**src/rtl/light_conflict_monitor_if.sv**
```systemverilog
// rtl/light_conflict_monitor_if.sv - lamp inputs, clear request and status outputs of the conflict monitor
interface light_conflict_monitor_if;
    logic       RA, YA, GA;
    logic       RB, YB, GB;
    logic       clr_fault;
    logic       armed;
    logic       fault;
    logic [2:0] fault_code;
    logic       fault_app;
    logic       flash;

    modport master (
        output RA, YA, GA, RB, YB, GB, clr_fault,
        input  armed, fault, fault_code, fault_app, flash
    );

    modport slave (
        input  RA, YA, GA, RB, YB, GB, clr_fault,
        output armed, fault, fault_code, fault_app, flash
    );
endinterface

```
**src/rtl/light_conflict_monitor.sv**
```systemverilog
// rtl/light_conflict_monitor.sv - two-approach traffic lamp conflict monitor with latched fault cause and flash drive
module light_conflict_monitor #(
    parameter int MIN_YELLOW = 1,
    parameter int FLASH_DIV  = 4
) (
    input  logic                     clk,
    input  logic                     rst,
    light_conflict_monitor_if.slave  mon
);
    localparam int YW = $clog2(MIN_YELLOW + 1);
    localparam int FW = (FLASH_DIV > 1) ? $clog2(FLASH_DIV) : 1;

    localparam logic [2:0] C_R = 3'b100;
    localparam logic [2:0] C_Y = 3'b010;
    localparam logic [2:0] C_G = 3'b001;

    typedef enum logic [1:0] {ARM, MONITOR, FAULT} state_t;

    state_t          state, state_next;
    logic [2:0]      cur_a, cur_b, prev_a, prev_b;
    logic [YW-1:0]   ycnt_a, ycnt_b;
    logic [FW-1:0]   fcnt, fcnt_next;
    logic [2:0]      viol_code, code_q, code_next;
    logic            viol_app, app_q, app_next;
    logic            armed_q, fault_q, flash_q, flash_next;

    assign cur_a = {mon.RA, mon.YA, mon.GA};
    assign cur_b = {mon.RB, mon.YB, mon.GB};

    function automatic logic legal(input logic [2:0] c);
        return (c == C_R) || (c == C_Y) || (c == C_G);
    endfunction

    // Only G->Y, Y->R and R->G are permitted colour changes
    function automatic logic bad_seq(input logic [2:0] p, input logic [2:0] c);
        return legal(p) && legal(c) && (p != c) &&
               !((p == C_G && c == C_Y) || (p == C_Y && c == C_R) || (p == C_R && c == C_G));
    endfunction

    // Lowest code wins; within a code approach A is reported before B
    always_comb begin
        viol_code = 3'd0;
        viol_app  = 1'b0;
        if (!legal(cur_a)) begin
            viol_code = 3'd1;
        end else if (!legal(cur_b)) begin
            viol_code = 3'd1;
            viol_app  = 1'b1;
        end else if (cur_a != C_R && cur_b != C_R) begin
            viol_code = 3'd2;
        end else if (state == MONITOR) begin
            if (bad_seq(prev_a, cur_a)) begin
                viol_code = 3'd3;
            end else if (bad_seq(prev_b, cur_b)) begin
                viol_code = 3'd3;
                viol_app  = 1'b1;
            end else if (prev_a == C_Y && cur_a == C_R && ycnt_a < YW'(MIN_YELLOW)) begin
                viol_code = 3'd4;
            end else if (prev_b == C_Y && cur_b == C_R && ycnt_b < YW'(MIN_YELLOW)) begin
                viol_code = 3'd4;
                viol_app  = 1'b1;
            end
        end
    end

    always_comb begin
        state_next = state;
        code_next  = code_q;
        app_next   = app_q;
        case (state)
            ARM: begin
                if (viol_code != 3'd0) begin
                    state_next = FAULT;
                    code_next  = viol_code;
                    app_next   = viol_app;
                end else if (legal(cur_a) && legal(cur_b) && (cur_a == C_R || cur_b == C_R)) begin
                    state_next = MONITOR;
                end
            end
            MONITOR: begin
                if (viol_code != 3'd0) begin
                    state_next = FAULT;
                    code_next  = viol_code;
                    app_next   = viol_app;
                end
            end
            FAULT: begin
                // Only codes 1 and 2 are evaluated here, so a clean code means safe to re-arm
                if (mon.clr_fault && viol_code == 3'd0) begin
                    state_next = ARM;
                    code_next  = 3'd0;
                    app_next   = 1'b0;
                end
            end
            default: state_next = ARM;
        endcase
    end

    always_comb begin
        flash_next = 1'b0;
        fcnt_next  = '0;
        if (state_next == FAULT) begin
            if (state != FAULT) begin
                flash_next = 1'b1;
            end else if (fcnt == FW'(FLASH_DIV - 1)) begin
                flash_next = ~flash_q;
            end else begin
                flash_next = flash_q;
                fcnt_next  = fcnt + FW'(1);
            end
        end
    end

    always_ff @(posedge clk or negedge rst) begin
        if (!rst) begin
            state   <= ARM;
            armed_q <= 1'b0;
            fault_q <= 1'b0;
            code_q  <= 3'd0;
            app_q   <= 1'b0;
            flash_q <= 1'b0;
            fcnt    <= '0;
            prev_a  <= 3'd0;
            prev_b  <= 3'd0;
            ycnt_a  <= '0;
            ycnt_b  <= '0;
        end else begin
            state   <= state_next;
            armed_q <= (state_next == MONITOR);
            fault_q <= (state_next == FAULT);
            code_q  <= code_next;
            app_q   <= app_next;
            flash_q <= flash_next;
            fcnt    <= fcnt_next;
            prev_a  <= cur_a;
            prev_b  <= cur_b;
            if (cur_a != C_Y)                   ycnt_a <= '0;
            else if (ycnt_a != YW'(MIN_YELLOW)) ycnt_a <= ycnt_a + YW'(1);
            if (cur_b != C_Y)                   ycnt_b <= '0;
            else if (ycnt_b != YW'(MIN_YELLOW)) ycnt_b <= ycnt_b + YW'(1);
        end
    end

    assign mon.armed      = armed_q;
    assign mon.fault      = fault_q;
    assign mon.fault_code = code_q;
    assign mon.fault_app  = app_q;
    assign mon.flash      = flash_q;
endmodule

```
**src/flat_wrapper.sv**
```systemverilog
// flat-port wrapper written by rule: the top's interface ports become plain ports
module light_conflict_monitor_flat 
#(
    parameter int MIN_YELLOW = 1,
    parameter int FLASH_DIV  = 4
)
  (clk, rst, mon_RA, mon_YA, mon_GA, mon_RB, mon_YB, mon_GB, mon_clr_fault, mon_armed, mon_fault, mon_fault_code, mon_fault_app, mon_flash);
  light_conflict_monitor_if mon_i ();
  input  logic clk;
  input  logic rst;
  input wire logic [$bits(mon_i.RA)-1:0] mon_RA;
  input wire logic [$bits(mon_i.YA)-1:0] mon_YA;
  input wire logic [$bits(mon_i.GA)-1:0] mon_GA;
  input wire logic [$bits(mon_i.RB)-1:0] mon_RB;
  input wire logic [$bits(mon_i.YB)-1:0] mon_YB;
  input wire logic [$bits(mon_i.GB)-1:0] mon_GB;
  input wire logic [$bits(mon_i.clr_fault)-1:0] mon_clr_fault;
  output wire logic [$bits(mon_i.armed)-1:0] mon_armed;
  output wire logic [$bits(mon_i.fault)-1:0] mon_fault;
  output wire logic [$bits(mon_i.fault_code)-1:0] mon_fault_code;
  output wire logic [$bits(mon_i.fault_app)-1:0] mon_fault_app;
  output wire logic [$bits(mon_i.flash)-1:0] mon_flash;
  assign mon_i.RA = mon_RA;
  assign mon_i.YA = mon_YA;
  assign mon_i.GA = mon_GA;
  assign mon_i.RB = mon_RB;
  assign mon_i.YB = mon_YB;
  assign mon_i.GB = mon_GB;
  assign mon_i.clr_fault = mon_clr_fault;
  assign mon_armed = mon_i.armed;
  assign mon_fault = mon_i.fault;
  assign mon_fault_code = mon_i.fault_code;
  assign mon_fault_app = mon_i.fault_app;
  assign mon_flash = mon_i.flash;
  light_conflict_monitor #(.MIN_YELLOW(MIN_YELLOW), .FLASH_DIV(FLASH_DIV)) u_core (.clk(clk), .rst(rst), .mon(mon_i));
endmodule
```
**config.mk**
```make
export PLATFORM = sky130hd
export DESIGN_NAME = light_conflict_monitor_flat
export DESIGN_NICKNAME = d
export VERILOG_FILES = /design/src/rtl/light_conflict_monitor_if.sv /design/src/rtl/light_conflict_monitor.sv /design/src/flat_wrapper.sv
export SDC_FILE = /design/constraint.sdc
export NUM_CORES = 1
export LEC_CHECK = 0
export CAP_MARGIN = 25
export CORE_UTILIZATION = 45
export DETAILED_ROUTE_END_ITERATION = 10
export PLACE_DENSITY_LB_ADDON = 0.05
export SYNTH_ARGS = -nofsm -noshare
export SYNTH_HDL_FRONTEND = slang
export SYNTH_SLANG_ARGS = --single-unit
```
**constraint.sdc**
```tcl
create_clock -name clk -period 1.8 [get_ports clk]
set_clock_uncertainty 0.1 [all_clocks]
set_input_delay 0.36 -clock clk [delete_from_list [all_inputs] [get_ports clk]]
set_output_delay 0.36 -clock clk [all_outputs]
set_load 0.01 [all_outputs]
```
==> flow_results.org, run 1 <==
** Clock tree
- Clock insertion delay at the later pin of the skew report :: approximately 310 ps
- TritonCTS built the clock tree.
- Counting along the longest clock path gives a buffer depth of 2.
- Inserted Clock Buffers :: 3
- The tree is rooted in a clkbuf_4.
- Clock transition time at the flip-flop clock pins of the worst setup and hold paths :: 110 ps
- Sink Count :: 19
- Number of buffers inserted by hold repair at cts :: 0
- In this run the number of H-tree levels came out at 1.

** Die
- From left edge to right edge, the die measures approximately 52 um.
- Standard-cell row count :: 17
- Overall die area :: 2710 um^2
- The core region is between 2000 and 2500 um^2.
- Effective utilization at floorplan :: 49.5%
- From bottom edge to top edge, the die measures around 52 um.
- I/O pin total :: 16

** Hold path
- In this run the most critical hold path is launched from mon_GA.
- Worst hold path endpoint :: u_core.prev_a[0]$_DFF_PN0_
- Kind of path behind the tightest hold check :: primary input to flop
- Along the worst hold path, the cell count comes to 1.

** Flow run
- Count of max-cap constraint violations :: 0

** Global routing
- The first global-routing pass estimated roughly 3900 um of wire.
- The via count of the first global-routing pass came to between 800 and 900.
- Remaining global-route overflow :: 0
- Maximum number of pins on one net before global-route repair :: 20
- The initial antenna violation count is 0.
- Global routing consumed, over all layers together, roughly a fifth of the routing resources.

** Yosys
- The synthesized design contains 0 enable-type register cells.
- Counting flops and latches in the post-synthesis netlist gives 19.
- Synthesized net count :: 115
- Share of synthesized flip-flops with an asynchronous set or reset :: between 90% and 100%
- Yosys cell types :: 42
- Of all cell types, the one taking the most synthesized area is dfrtp_1.
- The most used flip-flop cell after synthesis is dfrtp_1.
- Synth warnings :: 0
- After synthesis, the largest area contributor takes up a little over two fifths of total cell area.
- Each instance of the synthesized netlist takes up on average approximately 11 um^2.
- Ranking of synthesized cells by area :: dfrtp_1 42%, nor2_1 4.7%, nor3b_2 3.3%
- Leading post-synthesis cells by instance count :: 19 x dfrtp_1, 14 x nor2_1, 7 x nor3_1
- The share of the Yosys chip area taken by registers is a little over two fifths.
- Counting every instance in the synthesized netlist gives approximately 110.
- Summing every instance area after synthesis gives between 1000 and 1500 um^2.
- Most used standard cell by instance count after synthesis :: dfrtp_1

** Layout
- In the final design database the tool counted 159 nets.
- Post-route design area :: approximately 1600 um^2
- Diodes inserted :: 0
- Share of final-layout standard cells stronger than drive strength 1 :: about two fifths
- After filler insertion, the fill cell instance count of the layout stands at about 190.
- Utilization after layout :: a little over two thirds
- Area Overhead vs Synth :: 40.3%

** Worst setup path
- The critical path is of the flop to flop type.
- For the worst setup path, the data required time is approximately 1900 ps.
- Critical Path Fanout Max :: 4
- Slack of the worst reg-to-reg path :: -80 ps
- Critical path data arrival time :: between 1500 and 2000 ps
- Launching point of the worst reg2reg path :: u_core.prev_a[1]$_DFF_PN0_
- Worst r2r dst :: u_core.mon.fault_code[1]$_DFFE_PN0P_
- Category of the worst setup path launch point :: flop
- The worst register-to-register path has a depth of 6.
- The worst setup path is captured at a flop.

** Outcome
- The checks that failed: negative setup slack.
- The flow ran to the end, but the final reports show violations.

** STA
- Headroom to the max-slew limit came out at 77.0%.
- Final Slew Violations :: 0
- Actual slew at the worst max-slew pin :: about 340 ps
- Setup violations remaining at the end of the flow were counted as 6.
- Derived from the worst setup path, the maximum achievable clock frequency is roughly 530 MHz.
- Across all setup checks in the final design, the least slack found is -81.2 ps.
- Dividing the final minimum period by the clock period gives 105%.
- Unrepaired setup endpoints after global routing :: true
- Fin Setup TNS :: -272 ps
- Final hold vios :: 0
- On the final layout, the worst hold slack is 152 ps.
- Final Critical Period :: between 1500 and 2000 ps

** Routing
- Post-DR vias/cell :: about 5.4
- The final route contains 955 vias.
- Violation count after the first detailed-route iteration :: 8
- Remaining number of nets flagged by the antenna check after routing :: 0
- Dividing the detail-routed wire length by the instance count gives 13.3 um.
- After detailed routing, the number of remaining DRC violations is 0.
- Number of iterations in the first detailed-routing pass :: 4
- For this block, the routed nets add up to 2340 um of wire.

** Placed design
- Buffers added on ports :: 15
- Final GP Congestion :: 0.781
- Once placement finished, the instance area stood at approximately 1500 um^2.
- Half-perimeter wire length of the detailed placement result :: 1670 um

** Pwr
- Peak VDD IR :: a little over 0.6 mV
- Static leakage power :: approximately 0.68 nW
- Power after layout :: 1.07 mW
- Power density over the cells :: 677 nW/um^2
## critical path, cell delays in order (launching register included)
cell,delay (ps)
dfrtp_1,430
and4bb_1,210
o21ai_2,140
and4_4,250
a21oi_4,70
nor3_4,260
mux2_4,320
## cell families (layout without fill, tap and decap cells)
kind of cell / after synthesis / in the layout / synth area share, %
AND/OR/NAND/NOR: 49 / 49 / 29.8
buffers and inverters: 9 / 52 / 5.33
adder cells (fa/ha/maj): 1 / 1 / 1.11
XOR/XNOR: 3 / 3 / 3.00
multiplexers: 2 / 2 / 2.67
AO/OA/AOI/OAI: 22 / 22 / 15.9
flip-flops: 19 / 19 / 42.2
## cells in the final DEF (no fill, tap or decap), drive strengths merged, types with 2 or more instances in the layout
master and count:
o21ai 6, and4b 2, a21oi 4, nor3b 7, and4bb 2, mux2 2
clkdlybuf4s50 9, nand2b 2, inv 3, clkbuf 4, buf 30, o21a 2
xnor2 3, nor3 8, dfrtp 19, nor2 14, o211ai 3, nor4bb 2
nand2 3, clkdlybuf4s15 5
## repair_timing
item                                    4_1_cts  5_1_grt
pin swaps                                    11        4
endpoints found under the setup margin       10        8
resized for setup                            21        8
buffers inserted                              4        2
## power breakdown
group	leakage [nW]	switching [mW]	internal (mW)
Combinational	0.430	0.138	0.190
Sequential	0.232	0.0335	0.482
Clock	0.0177	0.144	0.0831
Total	0.679	0.316	0.755
## area by class of cell
type / count / area (um^2) / share of cell area [%]
tap: 28 / 35.0 / 2.22
inverter: 3 / 11.3 / 0.713
timing repair buffer: 45 / 393 / 24.9
clock buffer: 3 / 22.5 / 1.43
sequential: 19 / 475 / 30.1
multi-input combinational: 77 / 638 / 40.4
clock inverter: 1 / 5.00 / 0.317
## registers in the layout, indices dropped and copies added, names as in the netlist
name and flops:
u_core.mon.fault_code 3, u_core.prev_a 3, u_core.prev_b 3, u_core.fcnt 2, u_core.state 2, u_core.mon.armed 1
u_core.mon.fault 1, u_core.mon.fault_app 1, u_core.mon.flash 1, u_core.ycnt_a 1, u_core.ycnt_b 1
## stage by stage
stage	setup WS (ps)	cells
global placement	-695	166
global route	-162	176
detailed placement	-710	166
floorplan	-111	105
finish	-81.2	176
CTS	-63.7	174
## routing by layer
metal / global-route usage, % / up-vias / part of all wire (%)
met3: 3.51 / 7 / 3.6
met1: 27.4 / 451 / 49
met2: 30.1 / 21 / 44
li1: - / 476 / -
met5: 0 / - / 0
met4: 9.46 / 0 / 2.5
## worst max-delay path by stage
stage,start,to,cells past startpoint,slack (ps)
6_report,u_core.prev_a[1]$_DFF_PN0_,u_core.mon.fault_code[1]$_DFFE_PN0P_,6,-80
5_1_grt,u_core.prev_a[1]$_DFF_PN0_,u_core.mon.fault_code[0]$_DFFE_PN0P_,8,-160
4_1_cts,u_core.prev_a[1]$_DFF_PN0_,u_core.mon.fault_app$_DFFE_PN0P_,6,-60
3_5_place_dp,mon_RB,u_core.mon.fault_app$_DFFE_PN0P_,7,-710
3_3_place_gp,mon_RB,u_core.mon.fault_code[1]$_DFFE_PN0P_,7,-690
2_1_floorplan,mon_RA,u_core.mon.fault_app$_DFFE_PN0P_,7,-110
Note: power is estimated with default switching activity, not from simulation.
==> run 2: changes to the inputs <==
GPL_ROUTABILITY_DRIVEN = 0   (was default)
REMOVE_ABC_BUFFERS = 1   (was default)
==> run 2 against run 1 <==
The run still ends with negative setup slack left. Fmax rose by 1.0%. Routed wire length rose by 3.8%. Worst setup slack improved by 19 ps. Sequential cell count did not move. Register-to-register slack improved by 20 ps. Cell count rose by 0.57%. Non-clock buffer count rose by 1. Critical path type unchanged. Critical endpoint is now u_core.mon.fault_app$_DFFE_PN0P_. Highest routed layer unchanged.
==> flow_results.org, run 2 (synthesized netlist as in run 1, its figures left out) <==
** Outcome
- The flow ran to the end, but the final reports show violations.
- Failing checks :: negative setup slack

** Pwr
- In this run the static leakage power is approximately 0.68 nW.
- For this design the ratio of total power to cell area is slightly below 700 nW/um^2.
- Clock power frac :: 20.3%
- Peak VDD IR :: between 0.5 and 0.6 mV
- Relative contribution of combinational cells to total power :: between 30% and 40%
- The share of total power dissipated in sequential elements is 47.8%.
- The internal portion of the total power is between 0.7 and 0.8 mW.
- Of the total power, the share spent switching nets is between 20% and 30%.
- Power after layout :: roughly 1.1 mW
- In this run the power spent charging and discharging nets is 0.314 mW.

** Global routing
- Met2 track demand over resource in global routing :: 40.8%
- Antenna violations before repair :: 0
- GR met1 Demand/Resource :: between 20% and 30%
- Entering global routing, the biggest net connects 20 pins.
- Overall fraction of global-route tracks in use :: between 20 and 25%
- The total overflow left after global routing is 0.
- The via count of the first global-routing pass was about 1,000.
- Global-route met3 utilization :: under 10%
- The first global-routing pass estimated about 4100 um of wire.
- Global-route layer with the greatest usage :: met2

** Routing
- Number of DRC violations after detailed routing :: 0
- Number of iterations in the first detailed-routing pass :: 4
- Using the TritonRoute via totals, the vias-per-cell ratio works out to approximately 5.5.
- Once detail routing completed, the nets flagged for antenna violations numbered 0.
- The final layout contains routed wiring with a total length of 2430 um.
- Dividing the detail-routed wire length by the instance count gives between 10 and 15 um.
- Across all layers, the routed design uses just under 1,000 vias.
- Violation count after the first detailed-route iteration :: 13

** Hold path
- The worst hold path terminates at u_core.prev_a[1]$_DFF_PN0_.
- Counting instances, the worst hold path has a depth of 1.
- The startpoint identified for the worst hold timing path is mon_YA.
- The path class of the tightest hold or removal check is primary input to flop.

** STA
- Slack of the critical path :: -62.1 ps
- Hold is met by 97.6 ps.
- Worst slew margin relative to its limit :: between 70% and 80%
- Setup repair after global routing could not meet its margin everywhere.
- Max Freq :: ~540 MHz
- Actual slew at the worst max-slew pin :: roughly 330 ps
- Final Slew Violations :: 0
- Final hold vios :: 0
- Fin Setup TNS :: -117 ps
- After layout, the minimum clock period comes to between 1500 and 2000 ps.
- Post-route clock period utilization :: 103%
- Final number of setup-violating endpoints :: 2

** Die
- The die covers about 2700 um^2.
- Effective utilization at floorplan :: 49.5%
- The floorplan step set the die width to 52.0 um.
- 16 I/O pins were placed.
- The floorplan step set the die height to 52.0 um.
- Core Box Area :: 2280 um^2
- Standard-cell row count :: 17

** Clock tree
- For this design, the sink count on the clock tree is 19.
- Clock tree synthesis selected as its root buffer the cell clkbuf_4.
- Inserted Clock Buffers :: 3
- Clock tree from TritonCTS :: yes
- For the worst-skew pair, the clock arrives at the later sink with an insertion delay of about 300 ps.
- Count of H-tree levels built during CTS :: 1
- Max Root-Sink Buffers :: 2
- After clock tree synthesis, the clock-pin slew on the worst setup and hold paths is ~100 ps.
- Hold repair after CTS inserted 0 buffers.

** Worst setup path
- The largest single stage delay on the critical path is roughly 420 ps.
- Critical path cell sequence :: and4bb_1 > o21ai_2 > and4_4 > a21oi_4 > nor3_4 > mux2_4
- On the critical path, the stage with the largest delay is an instance of dfrtp_1.
- STA classifies the critical path endpoint as a flop.
- Data on the critical path is required at its endpoint by between 1500 and 2000 ps.
- For the worst flop-to-flop path, the logic depth is 6.
- Of all nets on the critical path, the largest fanout is 4.
- Slack of the worst reg-to-reg path :: -60 ps
- The endpoint identified for the worst register-to-register timing path is u_core.mon.fault_app$_DFFE_PN0P_.
- STA classifies the critical path startpoint as a flop.
- Launching point of the worst reg2reg path :: u_core.prev_a[2]$_DFF_PN0_
- Type of the setup path with the least slack :: flop to flop
- Critical path data arrival time :: between 1500 and 2000 ps

** Placed design
- Area after DPL :: between 1000 and 1500 um^2
- Buffers added on ports :: 15
- Summed over all nets, the half-perimeter wirelength after detailed placement is between 1500 and 2000 um.

** Layout
- Of the cells placed in the final design, the portion with a size suffix greater than 1 is approximately two fifths.
- Most common cell after layout, fill and taps aside :: buf_4
- Number of nets at the end of the flow :: 160
- After routing the design area is around 1600 um^2.
- Highest-count cells in the layout ignoring fill and taps :: 28 x buf_4, 19 x dfrtp_1, 14 x nor2_1, 9 x clkdlybuf4s50_1, 7 x nor3_1
- Diodes inserted :: 0
- Area Overhead vs Synth :: 38.2%

** Flow run
- The tool flagged a number of max-cap violations equal to 0.
[run 2: critical path, delay by kind of cell (launching register included)]
kind,cells,cell delay [ps]
muxes,1,320
AOI/OAI and AO/OA,2,200
and+or+nand+nor,3,710
DFF,1,420
[run 2: how the worst max path moves through the flow]
stage | start | endpoint | slack [ps] | cells after the start
3_3_place_gp | mon_YB | u_core.mon.fault_app$_DFFE_PN0P_ | -680 | 8
2_1_floorplan | u_core.prev_a[2]$_DFF_PN0_ | u_core.mon.fault_app$_DFFE_PN0P_ | -20 | 6
3_5_place_dp | mon_GA | u_core.mon.fault_app$_DFFE_PN0P_ | -740 | 7
5_1_grt | u_core.prev_a[2]$_DFF_PN0_ | u_core.mon.fault_app$_DFFE_PN0P_ | -150 | 6
4_1_cts | u_core.prev_b[2]$_DFF_PN0_ | u_core.mon.fault_app$_DFFE_PN0P_ | -60 | 6
6_report | u_core.prev_a[2]$_DFF_PN0_ | u_core.mon.fault_app$_DFFE_PN0P_ | -60 | 6
[run 2: per-layer routing]
layer | vias to the layer above | share of wire [%]
li1 | 477 | -
met2 | 18 | 52
met3 | 6 | 2.1
met4 | 0 | 2.3
met5 | - | 0
met1 | 466 | 43
[run 2: layout make-up]
class                           instances  area (um^2)
Fill cell                             171          719
Multi-Input combinational cell         77          637
Sequential cell                        19          475
Timing Repair Buffer                   46          370
Tap cell                               28         35.0
Clock buffer                            3         22.5
Inverter                                3         11.3
Clock inverter                          1         5.00
[run 2: metrics by stage]
| stage | instances | util [%] | setup WS, ps |
|---|---|---|---|
| after floorplan | 99 | - | -18.4 |
| after global placement | 164 | 62.7 | -684 |
| after detailed placement | 164 | 62.7 | -739 |
| after CTS | 176 | 68.2 | -64.3 |
| after global routing | 177 | 68.4 | -151 |
| final | 177 | 68.4 | -62.1 |
[run 2: power by group through the flow]
stage               registers, mW  logic [mW]  clock network [mW]
finish                      0.511       0.341               0.217
global route                0.519       0.380               0.244
CTS                         0.514       0.343               0.220
detailed placement          0.522       0.320                   0
global placement            0.518       0.301                   0
floorplan                   0.525       0.153                   0
[run 2: repair_timing]
item                                    CTS  global route
pin swaps                                13             4
resized for setup                        29             4
cloned                                    1             0
endpoints found under the setup margin   10             7
buffers inserted                          7             1
